$ cat config.mk
export PLATFORM = sky130hd
export DESIGN_NAME = exe_mem_req
export DESIGN_NICKNAME = d
export VERILOG_FILES = /design/src/rtl/mem_req_pkg.sv /design/src/rtl/mem_lane_gen.sv /design/src/rtl/exe_mem_req.sv
export SDC_FILE = /design/constraint.sdc
export NUM_CORES = 1
export LEC_CHECK = 0
export ABC_AREA = 1
export CELL_PAD_IN_SITES_DETAIL_PLACEMENT = 0
export CELL_PAD_IN_SITES_GLOBAL_PLACEMENT = 1
export CORE_MARGIN = 1
export CORE_UTILIZATION = 26
export DETAILED_ROUTE_END_ITERATION = 12
export PLACE_DENSITY_LB_ADDON = 0.1
export SLEW_MARGIN = 20
export SYNTH_ARGS = -nofsm -noshare
export SYNTH_HDL_FRONTEND = slang
export SYNTH_SLANG_ARGS = --single-unit
export TNS_END_PERCENT = 20
$ cat constraint.sdc
create_clock -name clk -period 2.6 [get_ports clk]
set_input_delay 0.52 -clock clk [delete_from_list [all_inputs] [get_ports clk]]
set_output_delay 0.52 -clock clk [all_outputs]
set_load 0.02 [all_outputs]
$ cat src/rtl/mem_req_pkg.sv
// Shared definitions for the execute-stage memory request unit:
// access size encodings, controller state enum and size helpers.
package mem_req_pkg;

  localparam logic [1:0] SZ_B = 2'd0;
  localparam logic [1:0] SZ_H = 2'd1;
  localparam logic [1:0] SZ_W = 2'd2;
  localparam logic [1:0] SZ_D = 2'd3;

  typedef enum logic [1:0] {
    ST_IDLE   = 2'd0,
    ST_REQ    = 2'd1,
    ST_CANCEL = 2'd2,
    ST_DONE   = 2'd3
  } state_e;

  function automatic logic [3:0] size_bytes(input logic [1:0] size);
    return 4'd1 << size;
  endfunction

  function automatic logic [2:0] align_mask(input logic [1:0] size);
    logic [3:0] n;
    n = size_bytes(size) - 4'd1;
    return n[2:0];
  endfunction

endpackage

$ cat src/rtl/mem_lane_gen.sv
// Combinational lane generator: misalignment flag, byte strobes and
// lane-replicated store data for one access.
module mem_lane_gen
  import mem_req_pkg::*;
#(
  parameter int DATA_W = 32,
  localparam int NB    = DATA_W / 8,
  localparam int OFF_W = $clog2(NB)
) (
  input  logic [1:0]        size_i,
  input  logic [2:0]        addr_lo_i,
  input  logic [DATA_W-1:0] wdata_i,
  output logic              ale_o,
  output logic [NB-1:0]     wstrb_o,
  output logic [DATA_W-1:0] wdata_o
);

  localparam logic [2:0] OFF_W_L = 3'(OFF_W);

  logic [3:0]       nbytes_s;
  logic [OFF_W-1:0] off_s;
  logic             oversize_s;

  assign nbytes_s   = size_bytes(size_i);
  assign off_s      = addr_lo_i[OFF_W-1:0];
  assign oversize_s = ({1'b0, size_i} > OFF_W_L);
  assign ale_o      = oversize_s || ((addr_lo_i & align_mask(size_i)) != 3'd0);

  // Lane i is enabled inside [off, off+nbytes); the data pattern repeats every nbytes lanes.
  always_comb begin
    wstrb_o = '0;
    wdata_o = '0;
    for (int i = 0; i < NB; i++) begin
      wstrb_o[i]        = (i >= int'(off_s)) && (i < int'(off_s) + int'(nbytes_s));
      wdata_o[8*i +: 8] = wdata_i[8*(i & (int'(nbytes_s) - 1)) +: 8];
    end
  end

endmodule

$ cat src/rtl/exe_mem_req.sv
// Execute-stage memory request unit: holds one operation, issues a req/addr_ok
// bus request for aligned memory ops, then offers it to the memory stage.
module exe_mem_req
  import mem_req_pkg::*;
#(
  parameter int DATA_W = 32,
  parameter int ADDR_W = 32,
  parameter int DEST_W = 5,
  localparam int NB    = DATA_W / 8
) (
  input  logic              clk,
  input  logic              reset,
  input  logic              flush,
  input  logic              in_valid,
  output logic              in_ready,
  input  logic              in_is_load,
  input  logic              in_is_store,
  input  logic [1:0]        in_size,
  input  logic              in_signed,
  input  logic [ADDR_W-1:0] in_addr,
  input  logic [DATA_W-1:0] in_wdata,
  input  logic [DEST_W-1:0] in_dest,
  output logic              out_valid,
  input  logic              out_ready,
  output logic              out_is_load,
  output logic              out_signed,
  output logic [1:0]        out_size,
  output logic [DEST_W-1:0] out_dest,
  output logic [ADDR_W-1:0] out_addr,
  output logic              out_ale,
  output logic              out_discard,
  output logic              req,
  output logic              req_wr,
  output logic [1:0]        req_size,
  output logic [ADDR_W-1:0] req_addr,
  output logic [NB-1:0]     req_wstrb,
  output logic [DATA_W-1:0] req_wdata,
  input  logic              addr_ok
);

  state_e state_q, state_d, route_s;

  logic              accept_s, mem_op_s, ale_s, lane_ale_s;
  logic [NB-1:0]     lane_wstrb_s;
  logic [DATA_W-1:0] lane_wdata_s;

  logic              is_load_q, is_store_q, sign_q, ale_q;
  logic [1:0]        size_q;
  logic [DEST_W-1:0] dest_q;
  logic [ADDR_W-1:0] addr_q;
  logic [NB-1:0]     wstrb_q;
  logic [DATA_W-1:0] wdata_q;

  mem_lane_gen #(.DATA_W(DATA_W)) u_lane (
    .size_i    (in_size),
    .addr_lo_i (in_addr[2:0]),
    .wdata_i   (in_wdata),
    .ale_o     (lane_ale_s),
    .wstrb_o   (lane_wstrb_s),
    .wdata_o   (lane_wdata_s)
  );

  assign mem_op_s = in_is_load | in_is_store;
  assign ale_s    = mem_op_s & lane_ale_s;
  assign route_s  = (mem_op_s && !ale_s) ? ST_REQ : ST_DONE;
  assign in_ready = !flush && ((state_q == ST_IDLE) || ((state_q == ST_DONE) && out_ready));
  assign accept_s = in_valid && in_ready;

  // Next-state logic; a request already on the bus is never withdrawn, so a flush in REQ parks in CANCEL.
  always_comb begin
    state_d = state_q;
    case (state_q)
      ST_IDLE: begin
        if (accept_s) state_d = route_s;
        else          state_d = ST_IDLE;
      end
      ST_REQ: begin
        if (flush)        state_d = addr_ok ? ST_IDLE : ST_CANCEL;
        else if (addr_ok) state_d = ST_DONE;
        else              state_d = ST_REQ;
      end
      ST_CANCEL: begin
        state_d = addr_ok ? ST_IDLE : ST_CANCEL;
      end
      ST_DONE: begin
        if (flush)          state_d = ST_IDLE;
        else if (accept_s)  state_d = route_s;
        else if (out_ready) state_d = ST_IDLE;
        else                state_d = ST_DONE;
      end
      default: state_d = ST_IDLE;
    endcase
  end

  // State register.
  always_ff @(posedge clk) begin
    if (reset) state_q <= ST_IDLE;
    else       state_q <= state_d;
  end

  // Operation fields are captured on acceptance and held until the next one.
  always_ff @(posedge clk) begin
    if (reset) begin
      is_load_q  <= 1'b0;
      is_store_q <= 1'b0;
      sign_q     <= 1'b0;
      ale_q      <= 1'b0;
      size_q     <= 2'd0;
      dest_q     <= '0;
      addr_q     <= '0;
      wstrb_q    <= '0;
      wdata_q    <= '0;
    end else if (accept_s) begin
      is_load_q  <= in_is_load;
      is_store_q <= in_is_store;
      sign_q     <= in_signed;
      ale_q      <= ale_s;
      size_q     <= in_size;
      dest_q     <= in_dest;
      addr_q     <= in_addr;
      wstrb_q    <= (in_is_store && !ale_s) ? lane_wstrb_s : '0;
      wdata_q    <= in_is_store ? lane_wdata_s : '0;
    end
  end

  assign req         = (state_q == ST_REQ) || (state_q == ST_CANCEL);
  assign req_wr      = is_store_q;
  assign req_size    = size_q;
  assign req_addr    = addr_q;
  assign req_wstrb   = wstrb_q;
  assign req_wdata   = wdata_q;
  assign out_valid   = (state_q == ST_DONE);
  assign out_is_load = is_load_q;
  assign out_signed  = sign_q;
  assign out_size    = size_q;
  assign out_dest    = dest_q;
  assign out_addr    = addr_q;
  assign out_ale     = ale_q;
  // A cancelled load's address is accepted now; its response must be dropped downstream.
  assign out_discard = is_load_q && addr_ok &&
                       (((state_q == ST_REQ) && flush) || (state_q == ST_CANCEL));

endmodule

==> results.py <==
metrics = {
    "setup_path": {
        "cp-start-kind": "input port",
        "crit_family": "buffers and inverters",
        "cp_num_cells": 6,
        "ff2ff_path_depth": 9,
        "r2r-end": "req_wdata[30]$_SDFFE_PP0P_",
        "worst_path_most_repeated_cell": "nand2_1",
        "crit_slowest_cell": "clkdlybuf4s50_1",
        "path_cells": "clkdlybuf4s50_1 -> nand2_1 -> nand2_1 -> nand2_1 -> inv_1 -> clkdlybuf4s50_1",
        "crit_path_max_incr_delay_ns": 0.59,
        "startpoint": "out_ready",
        "cp_num_buf_inv": 3,
        "rrSetupSlack_ns": 0.76,
        "cp_max_fo": 2,
        "arrival_ns": 1.86,
        "regToRegStartpoint": "state_q[0]$_SDFF_PP0_",
        "cp-endpoint": "in_ready",
        "critPathKind": "in -> out",
        "crit_required_ns": 2.08,
        "cp-end-kind": "output port",
    },
    "drt": {
        "viasPerCell": 4.35,
        "num_vias": 3614,
        "wl_per_cell_microns": 13.4,
        "ant_nets": 0,
        "first_pass_iters": 4,
        "drt-total-wl_mm": 11.1,
        "drc": 0,
        "drtIter0Drc": 131,
    },
    "place": {
        "place_hpwl_mm": 7.74,
        "io_buffers": 196,
        "place_congestion": 0.759,
    },
    "yosys": {
        "ys.flop_type": "dfxtp_1",
        "syn_area_per_cell_sq_um": 7.28,
        "netlist_area_sq_um": 3620,
        "synth-edff-count": 0,
        "synthCells": 497,
        "syn_nets": 585,
        "ys_ff_latch": 81,
        "yosys_warnings": 0,
        "yosysSeqAreaShare": 0.448,
        "synthArstFlopShare": 0,
        "netlist-cell-type-count": 27,
    },
    "die": {
        "core_area_sq_um": 13400,
        "rows": 42,
        "io_pins": 197,
        "dieWidth_microns": 120,
        "die_area_sq_um": 14400,
        "die_h_microns": 120,
        "start_util": 0.270,
    },
    "timing": {
        "fin_crit_sh": 0.915,
        "slew_headroom": 0.719,
        "hold_viol": 0,
        "tightest_slew_ns": 0.421,
        "setup_tns_ns": 0,
        "maxSlewViolCount": 0,
        "grt_setup_unrepaired": "no",
        "fin_skew_ns": 0.00960,
        "max_freq_ghz": 0.421,
        "layout_min_cycle_time_ns": 2.38,
        "finalSetupViolCount": 0,
    },
    "grt": {
        "grt_pass1_wl_mm": 17.8,
        "antenna_found_initial": 0,
        "grt-ovfl-total": 0,
        "grt_max_degree": 82,
        "grt_use_total": 0.158,
        "grt_pass1_vias": 3555,
    },
    "clock_tree": {
        "cts_tree": "built",
        "insertion_delay_ns": 0.34,
        "holdBufCountCts": 0,
        "cts.path.max_buffers": 2,
        "cts.sinks": 81,
        "cts.repair.resized": 0,
        "path_clk_slew_ns": 0.05,
        "cts_made_buffers": 9,
        "post-cts-setup-buffers": 0,
        "htreeDepth": 3,
        "cts-root-buf": "clkbuf_16",
    },
    "power_and_ir_drop": {
        "ir_drop_mv": 0.225,
        "p_total_uw": 3130,
        "pwr_density_cell_nw_per_um2": 543,
        "p_leak_uw": 0.00216,
    },
    "final_layout": {
        "drive_gt1_frac": 0.0459,
        "seq_area_sq_um": 1620,
        "final_nets": 737,
        "area_delta_synth_final_pct": 59.5,
        "nFillCells": 1371,
        "multi_input_area_sq_um": 1520,
    },
    "min_path": {
        "hp-start": "req_wstrb[3]$_SDFFE_PP0P_",
        "hp-class": "reg -> reg",
    },
    "status": {
        "status": "finished, final reports clean",
    },
    "job": {
        "drv_cap": 0,
    },
}
[sequential cells by signal, indices dropped and copies added, names as in the netlist]
name / count
out_addr: 32
out_is_load: 1
out_signed: 1
out_ale: 1
req_wstrb: 4
state_q: 2
out_size: 2
out_dest: 5
req_wr: 1
req_wdata: 32
[cells in the mapped netlist (4+ instances only)]
cell      instances  area (sq um)
o211ai_1          4          30.0
dfxtp_1          81          1620
buf_2             8          40.0
nand3_1          10          50.1
ha_1              7          87.6
clkbuf_1         17          63.8
a21oi_1          86           430
buf_4            37           278
o21ai_0          18          90.1
inv_1            19          71.3
nand2_1         181           679
nor2_1           14          52.6
[layer usage]
metal / vias up / share of wire / global-route usage
met3: 11 / 0.088 / 0.0575
met5: - / 0 / 0
li1: 1860 / - / -
met4: 0 / 0.016 / 0.0688
met1: 1627 / 0.42 / 0.180
met2: 116 / 0.47 / 0.264
[cell families (layout without fill, tap and decap cells)]
| group | after synthesis | count (layout) | synth area share |
|---|---|---|---|
| simple gates | 213 | 213 | 0.234 |
| compound gates | 110 | 110 | 0.156 |
| buf+inv | 85 | 242 | 0.132 |
| flops | 81 | 81 | 0.448 |
| fa+ha+maj | 8 | 8 | 0.0297 |
| other cells | 0 | 1 | 0 |
[worst min-delay path by stage]
stage                            endpoint  slack [ns]  cells after the start
6_report        req_wstrb[3]$_SDFFE_PP0P_        0.46                      2
5_1_grt        req_wdata[24]$_SDFFE_PP0P_        0.49                      2
4_1_cts         req_wstrb[3]$_SDFFE_PP0P_        0.47                      2
3_5_place_dp    req_wstrb[3]$_SDFFE_PP0P_        0.46                      2
3_3_place_gp     out_dest[4]$_SDFFE_PP0P_        0.45                      2
2_1_floorplan    out_dest[0]$_SDFFE_PP0P_        0.54                      2
[per-stage QoR]
stage          cell area [sq um]  hold slack, ns  utilization  worst slack [ns]  cells
3_3_place_gp                5490           0.452        0.410             0.214    814
3_5_place_dp                5490           0.457        0.410             0.129    814
5_1_grt                     5770           0.488        0.431             0.130    830
4_1_cts                     5770           0.466        0.431             0.211    830
2_1_floorplan               3620           0.541            -             0.488    497
6_report                    5770           0.462        0.431             0.222    831
[layout by cell type (no fill, tap or decap)]
cell | Yosys | final
o211ai_1 | 4 | 4
nor2_2 | 1 | 1
nand3_1 | 10 | 10
nor2_1 | 14 | 14
a21oi_1 | 86 | 86
nand3b_1 | 1 | 1
inv_1 | 19 | 19
and3_1 | 1 | 1
nand2_2 | 1 | 1
o21ai_0 | 18 | 18
dfxtp_1 | 81 | 81
buf_2 | 8 | 1
clkbuf_8 | 0 | 2
buf_4 | 37 | 7
ha_1 | 7 | 7
buf_12 | 0 | 2
clkbuf_1 | 17 | 3
clkbuf_16 | 0 | 9
nor2_4 | 1 | 1
inv_2 | 1 | 1
nand3_4 | 1 | 1
fa_1 | 1 | 1
nor3_1 | 1 | 1
o21bai_1 | 1 | 1
or2_2 | 1 | 1
a21o_1 | 1 | 1
clkinv_2 | 1 | 2
clkdlybuf4s50_1 | 0 | 195
nand2_1 | 181 | 181
diode_2 | 0 | 1
clkinvlp_4 | 0 | 1
[power breakdown]
part | internal [uW] | switching (uW) | total (uW)
Sequential | 1290 | 33.6 | 1330
Clock | 698 | 485 | 1180
Combinational | 308 | 313 | 621
Total | 2300 | 832 | 3130
[worst min-delay path, stage by stage, from the launching register on]
cell and delay (ns):
dfxtp_1 0.30, nand2_1 0.06, a21oi_1 0.05
[cell type report]
class,instances,area share
flip-flops and latches,81,0.281
well taps,176,0.0382
repair buffers,205,0.355
clock inverters,2,0.00217
diodes,1,0.000434
multi-input cells,331,0.264
inverters,21,0.0139
clock buffers,14,0.0457
Note: power is estimated with default switching activity, not from simulation.
